## config.mk

```make
export PLATFORM = sky130hd
export DESIGN_NAME = joint_frame_packer_flat
export DESIGN_NICKNAME = d
export VERILOG_FILES = /design/src/rtl/joint_frame_packer_if.sv /design/src/rtl/joint_frame_packer.sv /design/src/flat_wrapper.sv
export SDC_FILE = /design/constraint.sdc
export NUM_CORES = 1
export LEC_CHECK = 0
export BUFFER_PORTS_ARGS = -buffer_cell sky130_fd_sc_hd__buf_4
export CORE_MARGIN = 3
export CORE_UTILIZATION = 35
export DETAILED_ROUTE_END_ITERATION = 6
export SYNTH_ARGS = -nofsm -noshare
export SYNTH_HDL_FRONTEND = slang
export SYNTH_SLANG_ARGS = --single-unit
```

## constraint.sdc

```tcl
create_clock -name clk -period 11.2 [get_ports clk]
set_input_delay 1.68 -clock clk [delete_from_list [all_inputs] [get_ports clk]]
set_output_delay 1.68 -clock clk [all_outputs]
set_load 0.02 [all_outputs]
```

## src/rtl/joint_frame_packer_if.sv

```systemverilog
// Link bundle between the joint block and the frame packer: array strobe in, framed word stream out.
// The slave view is the packer itself; the master view is whatever drives and consumes it.
interface joint_frame_packer_if;
    logic [37:0] array_in;
    logic        array_valid;
    logic        word_ready;
    logic [15:0] word_out;
    logic        word_valid;
    logic [3:0]  frame_seq;
    logic        overflow;
    logic [7:0]  drop_count;

    modport slave (
        input  array_in, array_valid, word_ready,
        output word_out, word_valid, frame_seq, overflow, drop_count
    );

    modport master (
        output array_in, array_valid, word_ready,
        input  word_out, word_valid, frame_seq, overflow, drop_count
    );
endinterface

```

## src/rtl/joint_frame_packer.sv

```systemverilog
// Buffers strobed 38-bit hit arrays with their popcount and serialises each one as a
// 5-word frame (header, 3 data words, trailer) over a valid/ready link.
module joint_frame_packer #(
    parameter int          FIFO_DEPTH = 4,
    parameter logic [15:0] HEADER     = 16'hAAAA,
    parameter logic [15:0] TRAILER    = 16'h5555
) (
    input logic                  clk,
    input logic                  rst,
    joint_frame_packer_if.slave  bus
);

    localparam int PTR_W = $clog2(FIFO_DEPTH);

    typedef enum logic [2:0] {IDLE, HDR, D1, D2, D3, TRL} state_t;

    state_t         r_state;
    state_t         w_nextState;

    // Entry layout: {array[37:0], popcount[5:0]}
    logic [43:0]    r_fifoMem [FIFO_DEPTH];
    logic [PTR_W:0] r_wrPtr;
    logic [PTR_W:0] r_rdPtr;

    logic [43:0]    r_frame;
    logic [43:0]    w_nextFrame;
    logic [15:0]    r_wordOut;
    logic [15:0]    w_nextWord;
    logic           r_wordValid;
    logic [3:0]     r_frameSeq;
    logic [3:0]     w_nextSeq;
    logic           r_overflow;
    logic [7:0]     r_dropCount;

    logic           w_empty;
    logic           w_full;
    logic           w_pop;
    logic           w_push;
    logic           w_drop;
    logic           w_accept;
    logic [5:0]     w_popCount;

    assign w_popCount = 6'($countones(bus.array_in));
    assign w_empty    = (r_wrPtr == r_rdPtr);
    assign w_full     = (r_wrPtr[PTR_W] != r_rdPtr[PTR_W]) &&
                        (r_wrPtr[PTR_W-1:0] == r_rdPtr[PTR_W-1:0]);
    assign w_accept   = r_wordValid && bus.word_ready;
    // A pop in the same cycle frees the slot, so a strobe into a full FIFO is only lost without one
    assign w_push     = bus.array_valid && (!w_full || w_pop);
    assign w_drop     = bus.array_valid && w_full && !w_pop;

    always_comb begin
        w_nextState = r_state;
        w_pop       = 1'b0;
        case (r_state)
            IDLE: begin
                if (!w_empty) begin
                    w_pop       = 1'b1;
                    w_nextState = HDR;
                end
            end
            HDR: if (w_accept) w_nextState = D1;
            D1:  if (w_accept) w_nextState = D2;
            D2:  if (w_accept) w_nextState = D3;
            D3:  if (w_accept) w_nextState = TRL;
            TRL: begin
                if (w_accept) begin
                    if (!w_empty) begin
                        w_pop       = 1'b1;
                        w_nextState = HDR;
                    end else begin
                        w_nextState = IDLE;
                    end
                end
            end
            default: w_nextState = IDLE;
        endcase
    end

    // Word for the state being entered, so word_out can be a plain register
    always_comb begin
        w_nextFrame = w_pop ? r_fifoMem[r_rdPtr[PTR_W-1:0]] : r_frame;
        w_nextSeq   = (r_state == TRL && w_accept) ? r_frameSeq + 4'd1 : r_frameSeq;
        w_nextWord  = 16'h0000;
        case (w_nextState)
            HDR:     w_nextWord = HEADER;
            D1:      w_nextWord = w_nextFrame[43:28];
            D2:      w_nextWord = w_nextFrame[27:12];
            D3:      w_nextWord = {w_nextFrame[11:0], w_nextSeq};
            TRL:     w_nextWord = TRAILER;
            default: w_nextWord = 16'h0000;
        endcase
    end

    always_ff @(posedge clk) begin
        if (rst) begin
            r_state     <= IDLE;
            r_wordOut   <= 16'h0000;
            r_wordValid <= 1'b0;
            r_frame     <= 44'h0;
            r_frameSeq  <= 4'd0;
            r_wrPtr     <= '0;
            r_rdPtr     <= '0;
            r_overflow  <= 1'b0;
            r_dropCount <= 8'd0;
        end else begin
            r_state     <= w_nextState;
            r_wordOut   <= w_nextWord;
            r_wordValid <= (w_nextState != IDLE);
            r_frame     <= w_nextFrame;
            r_frameSeq  <= w_nextSeq;
            if (w_push) r_wrPtr <= r_wrPtr + 1'b1;
            if (w_pop)  r_rdPtr <= r_rdPtr + 1'b1;
            if (w_drop) begin
                r_overflow <= 1'b1;
                if (r_dropCount != 8'hFF) r_dropCount <= r_dropCount + 8'd1;
            end
        end
    end

    // Storage needs no reset; the pointers alone define what is valid
    always_ff @(posedge clk) begin
        if (w_push) r_fifoMem[r_wrPtr[PTR_W-1:0]] <= {bus.array_in, w_popCount};
    end

    assign bus.word_out   = r_wordOut;
    assign bus.word_valid = r_wordValid;
    assign bus.frame_seq  = r_frameSeq;
    assign bus.overflow   = r_overflow;
    assign bus.drop_count = r_dropCount;

endmodule
```

## src/flat_wrapper.sv

```systemverilog
// flat-port wrapper written by rule: the top's interface ports become plain ports
module joint_frame_packer_flat 
#(
    parameter int          FIFO_DEPTH = 4,
    parameter logic [15:0] HEADER     = 16'hAAAA,
    parameter logic [15:0] TRAILER    = 16'h5555
)
  (clk, rst, bus_array_in, bus_array_valid, bus_word_ready, bus_word_out, bus_word_valid, bus_frame_seq, bus_overflow, bus_drop_count);
  joint_frame_packer_if bus_i ();
  input logic clk;
  input logic rst;
  input wire logic [$bits(bus_i.array_in)-1:0] bus_array_in;
  input wire logic [$bits(bus_i.array_valid)-1:0] bus_array_valid;
  input wire logic [$bits(bus_i.word_ready)-1:0] bus_word_ready;
  output wire logic [$bits(bus_i.word_out)-1:0] bus_word_out;
  output wire logic [$bits(bus_i.word_valid)-1:0] bus_word_valid;
  output wire logic [$bits(bus_i.frame_seq)-1:0] bus_frame_seq;
  output wire logic [$bits(bus_i.overflow)-1:0] bus_overflow;
  output wire logic [$bits(bus_i.drop_count)-1:0] bus_drop_count;
  assign bus_i.array_in = bus_array_in;
  assign bus_i.array_valid = bus_array_valid;
  assign bus_i.word_ready = bus_word_ready;
  assign bus_word_out = bus_i.word_out;
  assign bus_word_valid = bus_i.word_valid;
  assign bus_frame_seq = bus_i.frame_seq;
  assign bus_overflow = bus_i.overflow;
  assign bus_drop_count = bus_i.drop_count;
  joint_frame_packer #(.FIFO_DEPTH(FIFO_DEPTH), .HEADER(HEADER), .TRAILER(TRAILER)) u_core (.clk(clk), .rst(rst), .bus(bus_i));
endmodule
```

==> metrics.yaml <==
global_routing:
  antenna_found_initial: 3
  grt_pass1_vias: 6458
  grt_usage_pct: 14.8
  grt_max_degree: 58
  grt-ovfl-total: 0
  grt_pass1_wl_um: 39000
placement:
  dp.cells: 1270
  io_buffers: 71
  place.gp.congestion: 0.802
  dpl.hpwl_um: 16500
  pre_cts_ws_ps: 4340
clocking:
  postCtsSetupBuffers: 0
  ctsResizeCount: 0
  cts_buffers: 28
  clk_pin_slew_ps: 60
  hold_buffers: 0
  cts-root-buf: "clkbuf_16"
  cts_tree: "yes"
  cts.sinks: 261
  cts_buffer_depth: 3
  worst_skew_pair.late_latency_ps: 550
  htreeDepth: 1
yosys:
  synth_edf_count: 176
  ys_seq_area_share_pct: 61.5
  syn_inst: 796
  synthTopCellsByArea: "edfxtp_1 (47%), dfxtp_1 (15%), mux4_2 (8.7%)"
  syn_area_um2: 11400
  yosysTopAreaCell: "edfxtp_1"
  synth_most_common_cell: "edfxtp_1"
  ys_ff_latch: 261
  syn_nets: 903
  yosysWarnings: 0
  netlist-cell-type-count: 52
  synthArstFlopShare_pct: 0
  synth_area_per_cell_um2: 14.3
  synth_commonest_cells: "edfxtp_1 (176), dfxtp_1 (85), inv_1 (67), nand2_1 (67), a21oi_1 (52)"
  synthFlopType: "edfxtp_1"
  yosys.area.top_type_share_pct: 46.5
drt:
  wl_per_cell_um: 19.2
  drt_iter0_drc: 598
  vias: 6514
  via_per_inst: 4.93
  postRouteAntennaNets: 0
  firstDrtPassIters: 5
  finalWirelength_um: 25300
  drc_errors: 0
die:
  core_area_um2: 31800
  start_util_pct: 35.7
  design.die.area_um2: 34600
  die_y_um: 186
  rows: 65
  design.portCount: 72
  fp.dieW_um: 186
pwr:
  p_leak_nw: 4.82
  power_density_nw_per_um2: 273
  vdd_drop_max_mv: 0.325
worst_hold_path:
  worstHoldStart: "u_core.r_frame[41]"
  whs_path_depth: 2
  hold_end: "u_core.r_frame[41]"
  hold_path_class: "reg -> reg"
cells_and_area:
  nets: 972
  finalNonFillerCells: 1321
  antenna_cells: 0
  syn2layout_area_growth_pct: 16.2
  drive_gt1_share_pct: 21.1
critical_path:
  reg2reg_from: "u_core.r_state[2]"
  path_max_fanout: 5
  worst_r2r_path_depth: 5
  required_ps: 11510
  cp-end-kind: "flip-flop"
  rr_endpoint: "u_core.bus.word_out[12]"
  critical_path_class: "in -> reg"
  crit_arrival_ps: 6680
  critPathLaunchType: "input pin"
  r2r_slack_ps: 8210
timing:
  min_period_ps: 6370
  finClkSkew_ps: 23.8
  worstMarginPinSlew_ps: 978
  setup_tns_ps: 0
  period_share_pct: 56.9
  fmax_mhz: 157
  relSlewSlack_pct: 34.6
  hold_viol: 0
  fin_ws_ps: 4830
  rsz0062_at_grt: "no"
  setup_viol: 0
  final_max_slew_viol_count: 0
run:
  cap_violations: 0
outcome:
  status: "finished clean"
## worst max-delay path by stage
stage	start	endpoint	slack, ps	cells after the start
2_1_floorplan	bus_array_in[4]	u_core.r_fifoMem[0][5]	4700	16
3_3_place_gp	bus_array_in[5]	u_core.r_fifoMem[0][5]	4400	17
3_5_place_dp	bus_array_in[5]	u_core.r_fifoMem[1][5]	4340	17
4_1_cts	bus_array_in[5]	u_core.r_fifoMem[2][5]	4850	17
5_1_grt	bus_array_in[5]	u_core.r_fifoMem[2][5]	4680	17
6_report	bus_array_in[5]	u_core.r_fifoMem[0][5]	4830	17
## power by group
group          switching (mW)  internal, mW  leakage [nW]
registers              0.0616          1.35          2.31
clock network           0.368         0.530         0.428
logic                   0.770         0.521          2.08
## critical path, cell delays in order
cell,delay (ps)
buf_4,130
ha_1,280
inv_1,60
fa_1,530
inv_1,60
fa_1,500
fa_1,550
inv_1,60
fa_1,450
fa_1,510
fa_1,540
inv_1,40
ha_1,220
fa_1,470
a21o_1,190
a21oi_1,170
xnor2_1,240
## sequential cells by signal, summed over array words and instances, names as in the netlist, named ones only
register and count:
u_core.bus.word_out 16, u_core.bus.word_valid 1, u_core.bus.overflow 1, u_core.r_rdPtr 3
u_core.r_fifoMem 176, u_core.r_state 3, u_core.r_wrPtr 3, u_core.bus.frame_seq 4
u_core.bus.drop_count 8, u_core.r_frame 44
## logic make-up after synthesis
group	share of synthesized area, %
xor+xnor	1.37
mux	10.3
buf+inv	3.93
compound gates	6.67
flops	61.5
fa+ha+maj	9.21
simple gates	6.96
## through the flow
| stage | instance area (µm²) | hold slack [ps] | power [mW] | util [%] |
|---|---|---|---|---|
| final | 13200 | 457 | 3.60 | 41.5 |
| after global routing | 13200 | 482 | 3.84 | 41.5 |
| after CTS | 13200 | 458 | 3.63 | 41.5 |
| after detailed placement | 12300 | 450 | 2.72 | 38.7 |
| after global placement | 12300 | 443 | 2.68 | 38.7 |
| after floorplan | 11400 | 434 | 2.36 | - |
## layer usage
layer / track usage, % / routed length, µm / up-vias
li1: - / - / 3033
met1: 22.3 / 12100 / 3283
met2: 23.3 / 11600 / 165
met3: 2.23 / 1160 / 33
met4: 2.65 / 419 / 0
met5: 0 / 0 / -
## placed cells by master, fill, tap and decap left out, types with 31 or more instances in the layout
master    Yosys  layout
edfxtp_1    176     176
dfxtp_1      85      83
buf_4         2      78
inv_1        67      67
nand2_1      67      67
a21oi_1      52      52
mux4_2       44      44
nor2_1       37      37
ha_1         34      34
fa_1         31      31
## area by class of cell
cell class | count | area (µm²)
timing repair buffer | 78 | 586
sequential | 261 | 6990
clock buffer | 36 | 731
multi-input combinational | 429 | 3930
clock inverter | 15 | 164
tap | 435 | 544
inverter | 67 | 251
fill | 2920 | 18600
Power figures use the tool's default switching activity.
